### src/rtl/serial_adder.sv
// Bit-serial ripple adder, LSB first, one bit per clock, with a start/busy/done handshake.
// Each sum bit is built from the composite XOR gate; results are registered until the next add completes.
module serial_adder #(
    parameter int WIDTH = 16,
    parameter int CW    = 5
) (
    input  logic             clk,
    input  logic             reset_n,
    input  logic             start,
    input  logic [WIDTH-1:0] a,
    input  logic [WIDTH-1:0] b,
    input  logic             cin,
    output logic             busy,
    output logic             done,
    output logic [WIDTH-1:0] sum,
    output logic             cout,
    output logic             overflow
);

    typedef enum logic [1:0] {
        ST_IDLE = 2'd0,
        ST_RUN  = 2'd1,
        ST_DONE = 2'd2
    } state_t;

    // Composite XOR made of four NANDs, mirroring the gate-level library cell.
    function automatic logic xor2(input logic x, input logic y);
        logic n;
        n = ~(x & y);
        return ~(~(x & n) & ~(y & n));
    endfunction

    function automatic logic maj3(input logic x, input logic y, input logic z);
        return (x & y) | (z & (x | y));
    endfunction

    state_t           state_r;
    logic [WIDTH-1:0] op_a_r;
    logic [WIDTH-1:0] op_b_r;
    logic [WIDTH-1:0] shift_r;
    logic [WIDTH-1:0] sum_r;
    logic [CW-1:0]    count_r;
    logic             carry_r;
    logic             cmsb_r;
    logic             cout_r;
    logic             overflow_r;
    logic             bit_s;
    logic             carry_next_s;

    // Full-adder slice for the bit currently at the bottom of the operand registers.
    always_comb begin
        bit_s        = xor2(xor2(op_a_r[0], op_b_r[0]), carry_r);
        carry_next_s = maj3(op_a_r[0], op_b_r[0], carry_r);
    end

    // Handshake FSM plus operand/result datapath; result registers move only on the last bit.
    always_ff @(posedge clk or negedge reset_n) begin
        if (!reset_n) begin
            state_r    <= ST_IDLE;
            op_a_r     <= {WIDTH{1'b0}};
            op_b_r     <= {WIDTH{1'b0}};
            shift_r    <= {WIDTH{1'b0}};
            sum_r      <= {WIDTH{1'b0}};
            count_r    <= {CW{1'b0}};
            carry_r    <= 1'b0;
            cmsb_r     <= 1'b0;
            cout_r     <= 1'b0;
            overflow_r <= 1'b0;
        end else begin
            case (state_r)
                ST_IDLE, ST_DONE: begin
                    if (start) begin
                        op_a_r  <= a;
                        op_b_r  <= b;
                        carry_r <= cin;
                        count_r <= {CW{1'b0}};
                        state_r <= ST_RUN;
                    end else begin
                        state_r <= ST_IDLE;
                    end
                end
                ST_RUN: begin
                    shift_r <= {bit_s, shift_r[WIDTH-1:1]};
                    op_a_r  <= {1'b0, op_a_r[WIDTH-1:1]};
                    op_b_r  <= {1'b0, op_b_r[WIDTH-1:1]};
                    carry_r <= carry_next_s;
                    count_r <= count_r + CW'(1);
                    // The carry produced by bit WIDTH-2 is the carry into the MSB.
                    if (count_r == CW'(WIDTH - 2)) begin
                        cmsb_r <= carry_next_s;
                    end else begin
                        cmsb_r <= cmsb_r;
                    end
                    if (count_r == CW'(WIDTH - 1)) begin
                        state_r    <= ST_DONE;
                        sum_r      <= {bit_s, shift_r[WIDTH-1:1]};
                        cout_r     <= carry_next_s;
                        overflow_r <= xor2(carry_next_s, cmsb_r);
                    end else begin
                        state_r <= ST_RUN;
                    end
                end
                default: begin
                    state_r <= ST_IDLE;
                end
            endcase
        end
    end

    assign busy     = (state_r == ST_RUN);
    assign done     = (state_r == ST_DONE);
    assign sum      = sum_r;
    assign cout     = cout_r;
    assign overflow = overflow_r;

endmodule

### config.mk
export PLATFORM = sky130hd
export DESIGN_NAME = serial_adder
export DESIGN_NICKNAME = d
export VERILOG_FILES = /design/src/rtl/serial_adder.sv
export SDC_FILE = /design/constraint.sdc
export NUM_CORES = 1
export LEC_CHECK = 0
export BUFFER_PORTS_ARGS = -buffer_cell sky130_fd_sc_hd__buf_2
export CAP_MARGIN = 20
export CORE_MARGIN = 8
export CORE_UTILIZATION = 44
export CTS_BUF_LIST = sky130_fd_sc_hd__clkbuf_2
export CTS_CLUSTER_DIAMETER = 50
export DETAILED_ROUTE_END_ITERATION = 6
export PLACE_DENSITY_LB_ADDON = 0.08
export SLEW_MARGIN = 20
export SYNTH_ARGS = -nofsm -noshare
export SYNTH_HDL_FRONTEND = slang
export SYNTH_SLANG_ARGS = --single-unit
### constraint.sdc
create_clock -name clk -period 2.6 [get_ports clk]
set_clock_uncertainty 0.2 [all_clocks]
set_input_delay 0.52 -clock clk [delete_from_list [all_inputs] [get_ports clk]]
set_output_delay 0.52 -clock clk [all_outputs]
set_load 0.05 [all_outputs]
==> metrics.log <==
INFO  metric dp.cells = 422
INFO  metric antenna_found_initial = 0
INFO  metric die_area = 9920 um^2
INFO  metric total_clock_buffers_created_by_cts = 9
INFO  metric crit_path_cell_trace = nand2b_2 -> clkinv_4 -> buf_2
INFO  metric start_util = 45.3%
INFO  metric grt_pass1_vias = 2,278
INFO  metric drtIter0Drc = 147
INFO  metric syn2layout_area_growth = 22.8%
INFO  metric layout_worst_path_cycle_share = 88.2%
INFO  metric arrival_time_at_the_worst_endpoint = 1.57 ns
INFO  metric syn_area = 3080 um^2
INFO  metric synth_top_flop_cell = sky130_fd_sc_hd__dfrtp_1
INFO  metric grt_start_max_net_pins = 53
INFO  metric gp_congestion = 0.717
INFO  metric min_period = 2.29 ns
INFO  metric grt_setup_unrepaired = false
INFO  metric placement_rows = 30
INFO  metric worstSetupPathType = register to primary output
INFO  metric fin_cells = 454
INFO  metric io_pins = 56
INFO  metric crit_path_start_kind = register
INFO  metric p_leak = 0.00193 uW
INFO  metric final_cell_area = 3780 um^2
INFO  metric synthCells = 284
INFO  metric ys_seq_elements = 74
INFO  metric core_area = 6790 um^2
INFO  metric critical-path-max-stage-delay = 0.44 ns
INFO  metric finalSetupViolations = 0
INFO  metric clock_sinks = 74
INFO  metric clock_latency = 0.47 ns
INFO  metric cts_root_buffer = sky130_fd_sc_hd__clkbuf_2
INFO  metric final_design_utilization = 55.6%
INFO  metric critical_path_buf_inv_count = 2
INFO  metric post-dp-hpwl = 4150 um
INFO  metric crit_required = 1.88 ns
INFO  metric timing.critical_path.max_delay_family = buffers and inverters
INFO  metric synth_async_sr_flop_share = 100%
INFO  metric number_of_enable_flip_flop_cells_after_synthesis = 0
INFO  metric layout-drive-gt1-share = 27.7%
INFO  metric port_buffers = 55
INFO  metric hold_viol_final = 0
INFO  metric cts_max_path_buffers = 2
INFO  metric max_cap_violations = 0
INFO  metric timing.max_slew.rel_slack = 59.7%
INFO  metric cellPowerDensity = 1240 nW/um^2
INFO  metric ctsHtreeMaxLevel = 3
INFO  metric synth_nets = 324
INFO  metric post_drt_wl_per_cell = 13.9 um
INFO  metric die_h = 99.6 um
INFO  metric postRouteWirelength = 6310 um
INFO  metric antenna_violation_net_count_after_detailed_routing = 0
INFO  metric synth_sequential_area_ratio = 60.2%
INFO  metric synthesis.area_per_instance = 10.8 um^2
INFO  metric synth_cell_types = 26
INFO  metric grt_overflow = 0
INFO  metric fmaxAchievable = 0.436 GHz
INFO  metric final.setup.tns = 0 ns
INFO  metric firstDrtPassIters = 5
INFO  metric via_count = 2,284
INFO  metric timing_worst_slew_pin_value = 0.604 ns
INFO  metric yosysWarningCount = 0
INFO  metric grt.total_usage = 13.6%
INFO  metric cp_max_fo = 22
INFO  metric final_nets = 394
INFO  metric detailed_route_vias_per_instance = 5.03
INFO  metric postCtsSetupRepairBufs = 0
INFO  metric hp-class = input port to register
INFO  metric first_pass_grt_wire_length = 10,900 um
INFO  metric outcome = completed
INFO  metric diodes = 0
INFO  metric placement.cell_area = 3460 um^2
INFO  metric cpMaxStageDelayCell = sky130_fd_sc_hd__dfrtp_1
INFO  metric tritoncts = built
INFO  metric number_of_drc_violations_after_detailed_routing = 0
INFO  metric timing.final.max_slew_violations = 0
INFO  metric die_x = 99.6 um
INFO  metric clk_pin_slew_worst_paths = 0.18 ns
INFO  metric endpoint_kind_of_the_worst_setup_timing_path = primary output
INFO  metric vdd_ir_drop_max = 0.629 mV
## where the power goes
part | leakage (uW) | switching, uW | internal [uW]
clock | 0.0000854 | 380 | 405
sequential | 0.000933 | 313 | 1670
combinational | 0.000911 | 1270 | 663
total | 0.00193 | 1960 | 2740
## layout by cell type (no fill, tap or decap)
cell	n
sky130_fd_sc_hd__bufinv_16	3
sky130_fd_sc_hd__nor2_2	1
sky130_fd_sc_hd__dfrtp_1	74
sky130_fd_sc_hd__buf_12	2
sky130_fd_sc_hd__ha_1	3
sky130_fd_sc_hd__nand4b_1	1
sky130_fd_sc_hd__clkbuf_2	9
sky130_fd_sc_hd__clkinvlp_4	1
sky130_fd_sc_hd__nand2_1	78
sky130_fd_sc_hd__nand4_1	1
sky130_fd_sc_hd__and3_1	1
sky130_fd_sc_hd__buf_2	54
sky130_fd_sc_hd__nand3b_1	2
sky130_fd_sc_hd__o21ai_0	4
sky130_fd_sc_hd__dlygate4sd3_1	17
sky130_fd_sc_hd__nor2b_2	1
sky130_fd_sc_hd__fa_1	1
sky130_fd_sc_hd__mux2_2	18
sky130_fd_sc_hd__clkinv_1	1
sky130_fd_sc_hd__buf_4	7
sky130_fd_sc_hd__xnor2_1	1
sky130_fd_sc_hd__nand2b_1	1
sky130_fd_sc_hd__nand2b_2	1
sky130_fd_sc_hd__a22o_1	2
sky130_fd_sc_hd__clkinv_2	1
sky130_fd_sc_hd__clkinv_4	1
sky130_fd_sc_hd__inv_1	3
sky130_fd_sc_hd__nor2b_1	1
sky130_fd_sc_hd__a22oi_1	31
sky130_fd_sc_hd__nand3_1	33
sky130_fd_sc_hd__o2bb2ai_1	2
sky130_fd_sc_hd__mux2i_1	1
sky130_fd_sc_hd__nor2_1	1
## Yosys cell counts, drive strengths merged, types with 2 or more instances
cell type,count,share of area [%]
nand2,78,9.5
dfrtp,74,60
nand3,33,5.4
a22oi,31,7.6
mux2,18,6.6
buf,15,2.8
clkbuf,6,0.73
o21ai,4,0.65
ha,3,1.2
inv,3,0.37
a22o,2,0.57
nand2b,2,0.41
nand3b,2,0.49
nor2,2,0.33
nor2b,2,0.41
o2bb2ai,2,0.57
## stage by stage
| step | worst slack [ns] | total power (uW) | hold WS, ns |
|---|---|---|---|
| after global placement | 0.595 | 3930 | 0.262 |
| after detailed placement | 0.563 | 3980 | 0.265 |
| final | 0.308 | 4700 | 0.0472 |
| after floorplan | 0.699 | 3490 | 0.0244 |
| after CTS | 0.239 | 4760 | 0.00101 |
| after global routing | 0.145 | 5080 | 0.00209 |
## worst paths after layout
check | start | endpoint | slack [ns] | cells after the start
max reg2reg | count_r[0]$_DFFE_PN0P_ | sum[2]$_DFFE_PN0P_ | 0.57 | 6
min reg2reg | shift_r[14]$_DFFE_PN0P_ | shift_r[13]$_DFFE_PN0P_ | 0.29 | 2
min | b[2] | op_b_r[2]$_DFFE_PN0P_ | 0.05 | 3
max in group asynchronous | reset_n | op_a_r[9]$_DFFE_PN0P_ | 1.31 | 3
max | state_r[1]$_DFF_PN0_ | busy | 0.31 | 3
min in group asynchronous | reset_n | shift_r[12]$_DFFE_PN0P_ | 0.30 | 2
## kinds of logic (layout without fill, tap and decap cells)
family | Yosys count | count (layout) | share of synthesized area [%]
adder cells (fa/ha/maj) | 4 | 4 | 1.87
multiplexers | 19 | 19 | 6.91
AO/OA/AOI/OAI | 39 | 39 | 9.35
buffers and inverters | 25 | 99 | 4.19
AND/OR/NAND/NOR | 122 | 122 | 17.2
flip-flops | 74 | 74 | 60.2
XOR/XNOR | 1 | 1 | 0.285
## routing by layer
metal | track usage, % | routed length, um | up-vias
li1 | - | - | 1120
met1 | 17.7 | 3030 | 1099
met2 | 21.0 | 2910 | 60
met3 | 4.61 | 297 | 5
met4 | 3.84 | 72 | 0
met5 | 0 | 0 | -
## cell type report
class	count	area, um^2
fill	628	3020
tap	96	120
clock buffer	9	45.0
sequential	74	1850
multi-input combinational	185	1100
inverter	4	20.0
clock inverter	6	106
timing repair buffer	80	533
## worst reg2reg max path, delay by kind of cell, from the launching register on
kind | cells | cell delay, ns
AND/OR/NAND/NOR | 2 | 0.26
flip-flops | 1 | 0.46
buffers and inverters | 1 | 0.26
adder cells (fa/ha/maj) | 2 | 0.40
multiplexers | 1 | 0.37
## sequential cells by signal (all words and copies together) (netlist names)
| register | count |
|---|---|
| op_a_r | 16 |
| op_b_r | 16 |
| sum | 16 |
| shift_r | 15 |
| count_r | 5 |
| state_r | 2 |
| carry_r | 1 |
| cmsb_r | 1 |
| cout | 1 |
| overflow | 1 |
## timing repair
action | in CTS | in global routing
hold endpoints to repair | 35 | 14
endpoints found under the setup margin | 0 | 0
hold buffers | 3 | 14
resized for setup | 0 | 0
No activity file was read; power rests on OpenSTA's default activity.
